[config.mk]
export PLATFORM = sky130hd
export DESIGN_NAME = exec_unit_xcache_flat
export DESIGN_NICKNAME = d
export VERILOG_FILES = /design/src/rtl/exec_unit_xcache_pkg.sv /design/src/rtl/exec_unit_xcache_if.sv /design/src/rtl/exec_unit_xcache_read_port.sv /design/src/rtl/exec_unit_xcache.sv /design/src/flat_wrapper.sv
export SDC_FILE = /design/constraint.sdc
export NUM_CORES = 1
export LEC_CHECK = 0
export ABC_AREA = 1
export BUFFER_PORTS_ARGS = -buffer_cell sky130_fd_sc_hd__buf_2
export CAP_MARGIN = 40
export CORE_ASPECT_RATIO = 1.5
export CORE_MARGIN = 10
export CORE_UTILIZATION = 50
export DETAILED_ROUTE_END_ITERATION = 8
export PLACE_DENSITY_LB_ADDON = 0.08
export SYNTH_ARGS = -nofsm -noshare
export SYNTH_HDL_FRONTEND = slang
export SYNTH_SLANG_ARGS = --single-unit
[constraint.sdc]
create_clock -name clk -period 2.76 [get_ports clk]
set_input_delay 0.552 -clock clk [delete_from_list [all_inputs] [get_ports clk]]
set_output_delay 0.552 -clock clk [all_outputs]
set_load 0.005 [all_outputs]
[src/rtl/exec_unit_xcache_pkg.sv]
// Shared types and sizing for the per-execution-unit operand cache (xcache).
// Entries are write-once/read-once slots keyed by local register index.
package exec_unit_xcache_pkg;

    localparam int NUM_EU           = 4;
    localparam int LOG2_NUM_EU      = 2;
    localparam int NUM_REG          = 8;
    localparam int LOG2_NUM_REG     = 3;
    localparam int NUM_ENTRIES      = NUM_REG;
    localparam int DATA_WIDTH       = 32;
    localparam int XCACHE_OCC_WIDTH = LOG2_NUM_REG + 1;

    typedef logic [LOG2_NUM_REG-1:0] type_alpu_local_addr;
    typedef logic [DATA_WIDTH-1:0]   type_data;

    typedef struct packed {
        logic                   is_output;
        logic [LOG2_NUM_EU-1:0] eu_idx;
        type_alpu_local_addr    reg_idx;
    } type_icon_addr;

    typedef struct packed {
        type_icon_addr addr;
        type_data      data;
        logic          valid;
    } type_icon_channel;

    typedef struct packed {
        logic ready;
    } type_icon_rx_channel;

    typedef struct packed {
        type_data op0_data;
        logic     op0_valid;
        type_data op1_data;
        logic     op1_valid;
        logic     opd_ready;
    } type_alpu_channel_rx;

    // has_been_read = 1 marks the slot free; 0 marks it holding unread data.
    typedef struct packed {
        type_data data;
        logic     has_been_read;
    } type_xcache_data;

    typedef struct packed {
        logic                rd_req_valid;
        type_alpu_local_addr rd_req_idx;
    } type_xcache_rd_req;

    // Two ports reading the same slot in one cycle free it only once.
    function automatic logic [XCACHE_OCC_WIDTH-1:0] distinct_frees(
        input logic acc0,
        input logic acc1,
        input logic same_idx
    );
        logic [XCACHE_OCC_WIDTH-1:0] n;
        case ({acc0, acc1})
            2'b11:   n = same_idx ? XCACHE_OCC_WIDTH'(32'd1) : XCACHE_OCC_WIDTH'(32'd2);
            2'b10:   n = XCACHE_OCC_WIDTH'(32'd1);
            2'b01:   n = XCACHE_OCC_WIDTH'(32'd1);
            default: n = XCACHE_OCC_WIDTH'(32'd0);
        endcase
        return n;
    endfunction

endpackage

[src/rtl/exec_unit_xcache_if.sv]
// Bus bundle between the xcache and its neighbours: icon write channel,
// the two ALPU operand request ports and the operand return channel.
interface exec_unit_xcache_if;
    import exec_unit_xcache_pkg::*;

    type_icon_channel    icon_wr;
    type_icon_rx_channel icon_rx;
    logic                rd0_req_valid;
    type_alpu_local_addr rd0_req_idx;
    logic                rd0_req_ready;
    logic                rd1_req_valid;
    type_alpu_local_addr rd1_req_idx;
    logic                rd1_req_ready;
    type_alpu_channel_rx alpu_rx;

    modport master (
        output icon_wr, rd0_req_valid, rd0_req_idx, rd1_req_valid, rd1_req_idx,
        input  icon_rx, rd0_req_ready, rd1_req_ready, alpu_rx
    );

    modport slave (
        input  icon_wr, rd0_req_valid, rd0_req_idx, rd1_req_valid, rd1_req_idx,
        output icon_rx, rd0_req_ready, rd1_req_ready, alpu_rx
    );

endinterface

[src/rtl/exec_unit_xcache_read_port.sv]
// One ALPU operand read port: request handshake against the entry array,
// one-cycle operand valid pulse and a holding operand data register.
module exec_unit_xcache_read_port
    import exec_unit_xcache_pkg::*;
(
    input  logic              clk,
    input  logic              reset_n,
    input  type_xcache_rd_req rd_req,
    input  type_xcache_data   entries [NUM_ENTRIES],
    output logic              req_ready,
    output logic              accept,
    output type_data          op_data,
    output logic              op_valid
);

    type_xcache_data sel_entry_s;
    type_data        op_data_r;
    logic            op_valid_r;

    // Select the requested slot and form the read handshake
    always_comb begin
        sel_entry_s = entries[rd_req.rd_req_idx];
        req_ready   = ~sel_entry_s.has_been_read;
        accept      = rd_req.rd_req_valid & req_ready;
    end

    // Operand register: valid pulses one cycle per accept, data holds last value
    always_ff @(posedge clk or negedge reset_n) begin
        if (!reset_n) begin
            op_data_r  <= {DATA_WIDTH{1'b0}};
            op_valid_r <= 1'b0;
        end else begin
            op_valid_r <= accept;
            if (accept) begin
                op_data_r <= sel_entry_s.data;
            end else begin
                op_data_r <= op_data_r;
            end
        end
    end

    assign op_data  = op_data_r;
    assign op_valid = op_valid_r;

endmodule

[src/rtl/exec_unit_xcache.sv]
// Operand cache between interconnect and ALPU: one write-once/read-once slot
// per local register, two independent read-and-free ports, occupancy count.
module exec_unit_xcache
    import exec_unit_xcache_pkg::*;
#(
    parameter int EU_IDX = 0
) (
    input  logic                        clk,
    input  logic                        reset_n,
    exec_unit_xcache_if.slave           xif,
    output logic [XCACHE_OCC_WIDTH-1:0] occupancy,
    output logic                        misroute_err
);

    localparam logic [LOG2_NUM_EU-1:0] OWN_EU = LOG2_NUM_EU'(EU_IDX);

    type_xcache_data             entries_r [NUM_ENTRIES];
    type_xcache_rd_req           rd0_req_s;
    type_xcache_rd_req           rd1_req_s;
    logic                        rd0_ready_s;
    logic                        rd1_ready_s;
    logic                        rd0_accept_s;
    logic                        rd1_accept_s;
    type_data                    op0_data_s;
    type_data                    op1_data_s;
    logic                        op0_valid_s;
    logic                        op1_valid_s;
    logic                        misroute_s;
    logic                        wr_ready_s;
    logic                        wr_accept_s;
    logic                        wr_drop_s;
    logic [NUM_ENTRIES-1:0]      free_s;
    logic [XCACHE_OCC_WIDTH-1:0] occ_next_s;
    logic [XCACHE_OCC_WIDTH-1:0] occupancy_r;
    logic                        misroute_err_r;

    // Bundle the raw request wires for the read ports
    always_comb begin
        rd0_req_s.rd_req_valid = xif.rd0_req_valid;
        rd0_req_s.rd_req_idx   = xif.rd0_req_idx;
        rd1_req_s.rd_req_valid = xif.rd1_req_valid;
        rd1_req_s.rd_req_idx   = xif.rd1_req_idx;
    end

    exec_unit_xcache_read_port u_rd0 (
        .clk       (clk),
        .reset_n   (reset_n),
        .rd_req    (rd0_req_s),
        .entries   (entries_r),
        .req_ready (rd0_ready_s),
        .accept    (rd0_accept_s),
        .op_data   (op0_data_s),
        .op_valid  (op0_valid_s)
    );

    exec_unit_xcache_read_port u_rd1 (
        .clk       (clk),
        .reset_n   (reset_n),
        .rd_req    (rd1_req_s),
        .entries   (entries_r),
        .req_ready (rd1_ready_s),
        .accept    (rd1_accept_s),
        .op_data   (op1_data_s),
        .op_valid  (op1_valid_s)
    );

    // Write handshake: misrouted writes are always taken and dropped
    always_comb begin
        misroute_s = xif.icon_wr.addr.is_output | (xif.icon_wr.addr.eu_idx != OWN_EU);
        if (misroute_s) begin
            wr_ready_s = 1'b1;
        end else begin
            wr_ready_s = entries_r[xif.icon_wr.addr.reg_idx].has_been_read;
        end
        wr_accept_s = xif.icon_wr.valid & wr_ready_s & ~misroute_s;
        wr_drop_s   = xif.icon_wr.valid & misroute_s;
    end

    // Per-slot free strobes and net occupancy change for this cycle
    always_comb begin
        for (int i = 0; i < NUM_ENTRIES; i++) begin
            free_s[i] = (rd0_accept_s & (xif.rd0_req_idx == LOG2_NUM_REG'(i)))
                      | (rd1_accept_s & (xif.rd1_req_idx == LOG2_NUM_REG'(i)));
        end
        occ_next_s = occupancy_r
                   + (wr_accept_s ? XCACHE_OCC_WIDTH'(32'd1) : XCACHE_OCC_WIDTH'(32'd0))
                   - distinct_frees(rd0_accept_s, rd1_accept_s,
                                    xif.rd0_req_idx == xif.rd1_req_idx);
    end

    // Entry storage; a write and a free never target the same slot in one cycle
    always_ff @(posedge clk or negedge reset_n) begin
        if (!reset_n) begin
            for (int i = 0; i < NUM_ENTRIES; i++) begin
                entries_r[i].data          <= {DATA_WIDTH{1'b0}};
                entries_r[i].has_been_read <= 1'b1;
            end
        end else begin
            for (int i = 0; i < NUM_ENTRIES; i++) begin
                if (wr_accept_s && (xif.icon_wr.addr.reg_idx == LOG2_NUM_REG'(i))) begin
                    entries_r[i].data          <= xif.icon_wr.data;
                    entries_r[i].has_been_read <= 1'b0;
                end else if (free_s[i]) begin
                    entries_r[i].has_been_read <= 1'b1;
                end else begin
                    entries_r[i] <= entries_r[i];
                end
            end
        end
    end

    // Occupancy counter and misroute pulse register
    always_ff @(posedge clk or negedge reset_n) begin
        if (!reset_n) begin
            occupancy_r    <= {XCACHE_OCC_WIDTH{1'b0}};
            misroute_err_r <= 1'b0;
        end else begin
            occupancy_r    <= occ_next_s;
            misroute_err_r <= wr_drop_s;
        end
    end

    // Drive the bus-side outputs
    always_comb begin
        xif.icon_rx.ready        = wr_ready_s;
        xif.rd0_req_ready        = rd0_ready_s;
        xif.rd1_req_ready        = rd1_ready_s;
        xif.alpu_rx.op0_data     = op0_data_s;
        xif.alpu_rx.op0_valid    = op0_valid_s;
        xif.alpu_rx.op1_data     = op1_data_s;
        xif.alpu_rx.op1_valid    = op1_valid_s;
        xif.alpu_rx.opd_ready    = 1'b0;
    end

    assign occupancy    = occupancy_r;
    assign misroute_err = misroute_err_r;

endmodule

[src/flat_wrapper.sv]
// flat-port wrapper written by rule: the top's interface ports become plain ports
module exec_unit_xcache_flat import exec_unit_xcache_pkg::*;
#(
    parameter int EU_IDX = 0
)
  (clk, reset_n, occupancy, misroute_err, xif_icon_wr, xif_rd0_req_valid, xif_rd0_req_idx, xif_rd1_req_valid, xif_rd1_req_idx, xif_icon_rx, xif_rd0_req_ready, xif_rd1_req_ready, xif_alpu_rx);
  exec_unit_xcache_if xif_i ();
  input  logic clk;
  input  logic reset_n;
  output logic [XCACHE_OCC_WIDTH-1:0] occupancy;
  output logic misroute_err;
  input wire logic [$bits(xif_i.icon_wr)-1:0] xif_icon_wr;
  input wire logic [$bits(xif_i.rd0_req_valid)-1:0] xif_rd0_req_valid;
  input wire logic [$bits(xif_i.rd0_req_idx)-1:0] xif_rd0_req_idx;
  input wire logic [$bits(xif_i.rd1_req_valid)-1:0] xif_rd1_req_valid;
  input wire logic [$bits(xif_i.rd1_req_idx)-1:0] xif_rd1_req_idx;
  output wire logic [$bits(xif_i.icon_rx)-1:0] xif_icon_rx;
  output wire logic [$bits(xif_i.rd0_req_ready)-1:0] xif_rd0_req_ready;
  output wire logic [$bits(xif_i.rd1_req_ready)-1:0] xif_rd1_req_ready;
  output wire logic [$bits(xif_i.alpu_rx)-1:0] xif_alpu_rx;
  assign xif_i.icon_wr = xif_icon_wr;
  assign xif_i.rd0_req_valid = xif_rd0_req_valid;
  assign xif_i.rd0_req_idx = xif_rd0_req_idx;
  assign xif_i.rd1_req_valid = xif_rd1_req_valid;
  assign xif_i.rd1_req_idx = xif_rd1_req_idx;
  assign xif_icon_rx = xif_i.icon_rx;
  assign xif_rd0_req_ready = xif_i.rd0_req_ready;
  assign xif_rd1_req_ready = xif_i.rd1_req_ready;
  assign xif_alpu_rx = xif_i.alpu_rx;
  exec_unit_xcache #(.EU_IDX(EU_IDX)) u_core (.clk(clk), .reset_n(reset_n), .xif(xif_i), .occupancy(occupancy), .misroute_err(misroute_err));
endmodule
Word level (Yosys, flattened, before mapping)

Index checks and enable logic that the tools add are counted.

$add $sub $neg: 2
$lt $le $gt $ge: 3
Equality and inequality tests: 25
Mux-type cells: 29
Bitwise logic cells: 36
Reduce and logical (&&, ||, !) cells: 21

Operators by type and width:

| cell                 | count |
|---|---|
| $bmux W33 S3         | 3 |
| $mux W33             | 4 |
| $eq A3 B3 Y1 const B | 12 |
| $and A1 B1 Y1        | 21 |
| $mux W1              | 20 |
| $eq A3 B2 Y1 const B | 6 |
| $reduce_bool A2 Y1   | 9 |
| $ge A4 B4 Y1 const B | 3 |
| $not A3 Y4           | 3 |
| $eq A3 B1 Y1 const B | 3 |
| $logic_not A3 Y1     | 3 |
| $or A1 B1 Y1         | 9 |
| $logic_and A1 B1 Y1  | 8 |
| $pmux W4 S2          | 1 |
| $add A4 B4 Y4        | 1 |
| $eq A2 B2 Y1 const B | 2 |
| $sub A4 B4 Y4        | 1 |
| $eq A3 B3 Y1         | 1 |
| $not A1 Y1           | 3 |
| $eq A2 B1 Y1 const B | 1 |
| $mux W2              | 1 |
| $reduce_or A2 Y1     | 1 |

Register bits after elaboration: 335
Input port bits: 49
Output and inout bits: 75
Logic and storage cells: 138

Logic depth before layout (Yosys ltp)

Depth after elaboration: 10
Gate-level depth with buffers: 19
Gate-level depth less buffers: 17

By module

A second synthesis with hierarchy kept.

Cell total of the unflattened synthesis: 3346
Area total of the unflattened synthesis: 22251.3 µm²

Modules (own cells, without submodules):

| module                     | times used | cells an instance | area an instance (µm²) | sequential area each (µm²) |
|---|---|---|---|---|
| exec_unit_xcache           | 1          | 1312              | 11553.6                | 6741.5 |
| exec_unit_xcache_read_port | 2          | 1017              | 5348.9                 | 825.8 |

Least setup slack after synthesis

No wires, ideal clock.

Path type: input -> register
Start: input port xif_rd1_req_idx[1]
End: register u_core.occupancy_r[2], in the netlist u_core.occupancy[2]
Library setup time: 123 ps
Data arrival time: 2974 ps
Data required time: 2637 ps
Slack: -337 ps
Stages on the path: 15
Buffers on the path: 2
Cells stage by stage: buf_2 > inv_1 > nand2_1 > nand3_1 > a21boi_2 > clkbuf_1 > ha_1 > nand4_1 > a21oi_1 > ha_1 > inv_1 > ha_1 > inv_1 > fa_1 > xnor2_1

Longest elaborated chain between the ends: 10
Elaborated cells on any way between the ends: 14
Classes of those cells: 1 x add/sub; 4 x eq/ne; 5 x mux; 3 x bitwise; 1 x reduce/logical

RTL lines:

| what                                            | line                             | RTL |
|---|---|---|
| start: declaration                              | flat_wrapper.sv:16               | `input wire logic [$bits(xif_i.rd1_req_idx)-1:0] xif_rd1_req_idx;` |
| $not A3 Y4 (implied by the code) (*)            | exec_unit_xcache_read_port.sv:22 | `sel_entry_s = entries[rd_req.rd_req_idx];` |
| $bmux W33 S3 (*)                                | exec_unit_xcache_read_port.sv:22 |  |
| $mux W33 (implied by the code) (*) (2 in a row) | exec_unit_xcache_read_port.sv:22 |  |
| $not A1 Y1 (*)                                  | exec_unit_xcache_read_port.sv:23 | `req_ready = ~sel_entry_s.has_been_read;` |
| $and A1 B1 Y1 (*)                               | exec_unit_xcache_read_port.sv:24 | `accept = rd_req.rd_req_valid & req_ready;` |
| net u_core.rd1_accept_s                         | exec_unit_xcache.sv:23           | `logic rd1_accept_s;` |
| $eq A2 B2 Y1 or $eq A2 B1 Y1 (tied branches)    | exec_unit_xcache_pkg.sv:58       | `case ({acc0, acc1})` |
| $reduce_or A2 Y1 (no line)                      | --                               |  |
| $pmux W4 S2 (*)                                 | exec_unit_xcache_pkg.sv:58       |  |
| $sub A4 B4 Y4 (*)                               | exec_unit_xcache.sv:87           | `- distinct_frees(rd0_accept_s, rd1_accept_s,` |
| net u_core.occ_next_s[2]                        | exec_unit_xcache.sv:33           | `logic [XCACHE_OCC_WIDTH-1:0] occ_next_s;` |
| end signal: assignment                          | exec_unit_xcache.sv:115          | `occupancy_r <= {XCACHE_OCC_WIDTH{1'b0}};` |
| end signal: assignment                          | exec_unit_xcache.sv:118          | `occupancy_r <= occ_next_s;` |
| end: declaration                                | exec_unit_xcache.sv:34           | `logic [XCACHE_OCC_WIDTH-1:0] occupancy_r;` |

The timed path passes the listed nets; every way through them passes the cells marked *. The select of a mux whose other input is x is not followed.
A chain may end at the register's enable or synchronous reset.

Worst setup path after layout

Start: register u_core.entries_r[165] (netlist name)
End: register u_core.occupancy_r[1], in the netlist u_core.occupancy[1]

Longest elaborated chain between the ends: 9
Elaborated cells on any way between the ends: 24
Classes of those cells: 2 x add/sub; 3 x eq/ne; 12 x mux; 6 x bitwise; 1 x reduce/logical

RTL lines:

| what                                                                   | line                                                     | RTL |
|---|---|---|
| start: declaration                                                     | exec_unit_xcache.sv:17                                   | `type_xcache_data entries_r [NUM_ENTRIES];` |
| start signal: indexed assignment                                       | exec_unit_xcache.sv:106                                  | `entries_r[i] <= entries_r[i];` |
| $bmux W33 S3, on equally long branches                                 | exec_unit_xcache.sv:73, exec_unit_xcache_read_port.sv:22 |  |
| $mux W1 (implied by the code) or $mux W33 (tied branches) (2 in a row) | exec_unit_xcache.sv:73, exec_unit_xcache_read_port.sv:22 |  |
| $mux W1 or $not A1 Y1 (tied branches)                                  | exec_unit_xcache.sv:70, exec_unit_xcache_read_port.sv:23 |  |
| $and A1 B1 Y1, on equally long branches                                | exec_unit_xcache.sv:75, exec_unit_xcache_read_port.sv:24 |  |
| $and A1 B1 Y1 (tied with other cells)                                  | exec_unit_xcache.sv:75                                   | `wr_accept_s = xif.icon_wr.valid & wr_ready_s & ~misroute_s;` |
| $mux W1 or $reduce_or A2 Y1 (tied branches)                            | --                                                       |  |
| $add A4 B4 Y4 or $pmux W4 S2 (tied branches)                           | exec_unit_xcache.sv:86, exec_unit_xcache_pkg.sv:58       |  |
| $sub A4 B4 Y4 (*)                                                      | exec_unit_xcache.sv:87                                   |  |
| net u_core.occ_next_s[1]                                               | exec_unit_xcache.sv:33                                   |  |

Marked as above.

==> impl_metrics.py <==
metrics = {
    "drt": {
        "met1_length_um": 26340,
        "detail_route.wirelength_um": 67210,
        "num_vias": 18420,
        "first_iter_violations": 2420,
        "routedWlPerCell_um": 21.93,
        "routed_via_density": 6.010,
        "postRouteAntennaNets": 0,
        "wl_met3_um": 7370,
        "drc": 0,
        "drt-pass1-iter-count": 6,
        "wl_met2_um": 30690,
        "routed.top_layer": "met5",
    },
    "logic_synthesis": {
        "ys_ff_latch": 335,
        "synth_xor_area_frac": 0.002919,
        "ys_top_cells_by_area": "dfrtp_1 45%, nand2_1 30%, nand4_1 14%, buf_2 2.4%, clkbuf_1 2.0%",
        "synth_fa_ha_area_frac": 0.005978,
        "synthCells": 2535,
        "yosys.area.top_type": "dfrtp_1",
        "yosysSeqAreaShare": 0.4663,
        "netlist_area_mm2": 0.01800,
        "synth_area_per_cell_um2": 7.101,
        "syn_nets": 2592,
        "ys_warn_count": 0,
        "synth_top_area_share": 0.4546,
        "synth_compound_area_frac": 0.008897,
        "synth_top_family_by_area": "simple AND/OR/NAND/NOR gates",
        "synth.distinct_cells": 29,
        "synth-simple-area-share": 0.4517,
        "synthMuxAreaShare": 0.0005561,
    },
    "sta": {
        "post-route-period-util": 0.9640,
        "worstMarginPinSlew_ns": 0.7303,
        "rsz0062_at_grt": "no",
        "setup_violations": 0,
        "skew_ns": 0.02182,
        "final-max-slew-violation-count": 0,
        "max_clock_freq_mhz": 375.8,
        "maxSlewHeadroom": 0.5131,
        "min_period_ns": 2.661,
        "hold_viol": 0,
        "fin_setup_tns_ns": 0,
    },
    "grt": {
        "overflow": 0,
        "grt_max_degree": 146,
        "grt_pass1_wl_um": 103300,
        "antenna_found_initial": 3,
        "gr-usage-all-layers": 0.2964,
        "grt_pass1_vias": 17720,
    },
    "cts": {
        "clock-root-buffer": "clkbuf_16",
        "path_clk_slew_ns": 0.07,
        "cts_buffer_depth": 3,
        "clk_latency_ns": 0.53,
        "clock-sinks": 335,
        "cts_tree": "built",
        "cts_max_level": 2,
        "numCtsBuffers": 35,
    },
    "worst_setup_path": {
        "start_kind": "flop",
        "startpoint": "u_core.entries_r[165]",
        "critPathSlowestCell": "dfstp_2",
        "path_class": "reg -> reg",
        "crit_path_end_kind": "flop",
        "arrival_ns": 3.07,
        "cp.required_ns": 3.17,
        "reg2reg_to": "u_core.occupancy[1]",
        "r2r_cells": 15,
        "cp_top_family": "adder cells",
        "critPathBufInv": 5,
        "worstPathCellList": "inv_1 -> o21ai_0 -> nand2_1 -> nand3_2 -> a21boi_4 -> buf_4 -> ha_4 -> nand4_1 -> a21oi_1 -> ha_1 -> inv_2 -> ha_4 -> inv_2 -> fa_2 -> inv_1",
        "r2r_slack_ns": 0.1,
        "worstReg2RegStart": "u_core.entries_r[165]",
        "crit_fanout": 3,
        "slowest_delay_ns": 0.56,
    },
    "hold_path": {
        "hold_path_end": "u_core.entries_r[156]",
        "hp-class": "in -> reg",
        "hp-start": "xif_icon_wr[24]",
        "hold_depth": 3,
    },
    "floorplanning": {
        "ios": 124,
        "die_w_um": 174.9,
        "initial_core_util": 0.5037,
        "die_area_mm2": 0.04415,
        "core-area_mm2": 0.03573,
        "rows": 85,
        "chipHeight_um": 252.4,
    },
    "layout": {
        "fin_util": 0.5740,
        "nets": 2620,
        "drive_gt1_frac": 0.1227,
        "area_delta_synth_final_pct": 13.94,
    },
    "power_and_ir_drop": {
        "p_leak_nw": 10.87,
        "cellPowerDensity_mw_per_mm2": 650.4,
        "vdd_drop_max_mv": 0.5124,
    },
    "run": {
        "cap_violations": 0,
    },
    "placement": {
        "dp_hpwl_um": 38950,
        "portBuffers": 122,
        "gp_congestion": 0.9087,
    },
    "outcome": {
        "run_status": "completed",
    },
}
[report_power, final]
part / internal [W] / switching (W)
sequential: 0.00565 / 0.000533
combinational: 0.000888 / 0.00156
clock: 0.00268 / 0.00203
total: 0.00922 / 0.00412
[cell usage in the layout (no fill, tap or decap), types with 2 or more instances in the layout]
cell | netlist | routed
nand3_1 | 21 | 16
diode_2 | 0 | 3
dfrtp_1 | 327 | 327
nor2_1 | 16 | 4
inv_1 | 43 | 35
buf_12 | 0 | 17
dfstp_2 | 8 | 8
buf_16 | 0 | 2
ha_1 | 7 | 5
clkbuf_8 | 0 | 2
inv_2 | 1 | 9
a21oi_1 | 3 | 2
clkbuf_1 | 96 | 4
nand2_1 | 1452 | 1452
ha_4 | 0 | 2
buf_4 | 4 | 77
bufinv_16 | 0 | 2
nand4_1 | 393 | 393
buf_2 | 85 | 121
xnor2_1 | 5 | 5
clkbuf_16 | 0 | 37
nor3_1 | 3 | 3
nand3_2 | 0 | 4
a22oi_1 | 16 | 16
nor2_4 | 0 | 13
clkinvlp_4 | 0 | 4
clkinv_2 | 0 | 9
[Yosys cell counts]
| master | n |
|---|---|
| a21boi_2 | 1 |
| a21oi_1 | 3 |
| a22oi_1 | 16 |
| buf_1 | 42 |
| buf_2 | 85 |
| buf_4 | 4 |
| clkbuf_1 | 96 |
| clkbuf_2 | 1 |
| conb_1 | 1 |
| dfrtp_1 | 327 |
| dfstp_2 | 8 |
| fa_1 | 1 |
| ha_1 | 7 |
| inv_1 | 43 |
| inv_2 | 1 |
| mux2i_1 | 1 |
| nand2_1 | 1452 |
| nand2_2 | 1 |
| nand3_1 | 21 |
| nand4_1 | 393 |
| nor2_1 | 16 |
| nor2_2 | 2 |
| nor3_1 | 3 |
| nor3_2 | 1 |
| nor4_2 | 1 |
| o21ai_0 | 1 |
| o21ai_2 | 1 |
| xnor2_1 | 5 |
| xor2_1 | 1 |
[stage by stage]
step           hold WS [ns]  total power [W]  cells  area (um^2)  setup WS, ns
2_1_floorplan        0.2564         0.007606   2535        18080       -0.1734
3_3_place_gp         0.4502         0.008586   3000        19300       -0.2072
3_5_place_dp         0.4541         0.008676   3003        19380       -0.3340
4_1_cts              0.3266          0.01337   3062        20490       0.05545
5_1_grt              0.3414          0.01397   3063        20510       0.01387
6_report             0.3486          0.01334   3065        20510       0.09935
[metal layers]
layer | track usage | up-vias
li1 | - | 8336
met1 | 0.3888 | 8794
met2 | 0.4687 | 1097
met3 | 0.06115 | 191
met4 | 0.1229 | 2
met5 | 0 | -
[how the worst max path moves through the flow]
stage / depth (start not counted) / slack, ns / to
3_5_place_dp: 18 / -0.33 / u_core.occupancy[1]
5_1_grt: 15 / 0.01 / u_core.occupancy[1]
4_1_cts: 15 / 0.06 / u_core.occupancy[1]
3_3_place_gp: 17 / -0.21 / u_core.occupancy[1]
6_report: 15 / 0.1 / u_core.occupancy[1]
2_1_floorplan: 19 / -0.17 / u_core.occupancy[1]
[what timing repair did]
action	4_1_cts	5_1_grt
hold buffers	1	0
gates resized for setup	0	2
setup endpoints to repair	0	1
setup buffers	0	0
endpoints found under the hold margin	24	0
[registers in the layout (all words and copies together) (netlist names)]
signal,flops
u_core.entries_r,264
u_core.misroute_err,1
u_core.occupancy,4
u_core.u_rd0.op_data,32
u_core.u_rd0.op_valid,1
u_core.u_rd1.op_data,32
u_core.u_rd1.op_valid,1
[kinds of logic (layout without fill, tap and decap cells)]
group / after synthesis / in the layout
AND/OR/NAND/NOR: 1890 / 1890
flip-flops: 335 / 335
buffers and inverters: 272 / 321
AO/OA/AOI/OAI: 22 / 22
adder cells (fa/ha/maj): 8 / 8
XOR/XNOR: 6 / 6
other: 1 / 4
multiplexers: 1 / 1
[worst register-to-register path, stage by stage (launching register included)]
cell	delay, ns
dfstp_2	0.56
inv_1	0.06
o21ai_0	0.14
nand2_1	0.08
nand3_2	0.09
a21boi_4	0.07
buf_4	0.14
ha_4	0.15
nand4_1	0.08
a21oi_1	0.08
ha_1	0.30
inv_2	0.07
ha_4	0.13
inv_2	0.03
fa_2	0.51
inv_1	0.04
[area by class of cell]
| cell class | count | area [um^2] |
|---|---|---|
| Inverter | 44 | 165.2 |
| Sequential cell | 335 | 8393 |
| Clock inverter | 15 | 135.1 |
| Tap cell | 478 | 598.1 |
| Multi-Input combinational cell | 1928 | 8640 |
| Antenna cell | 3 | 7.507 |
| Timing Repair Buffer | 219 | 1604 |
| Fill cell | 3425 | 15220 |
| Clock buffer | 43 | 968.4 |
No activity file was read; power rests on OpenSTA's default activity.
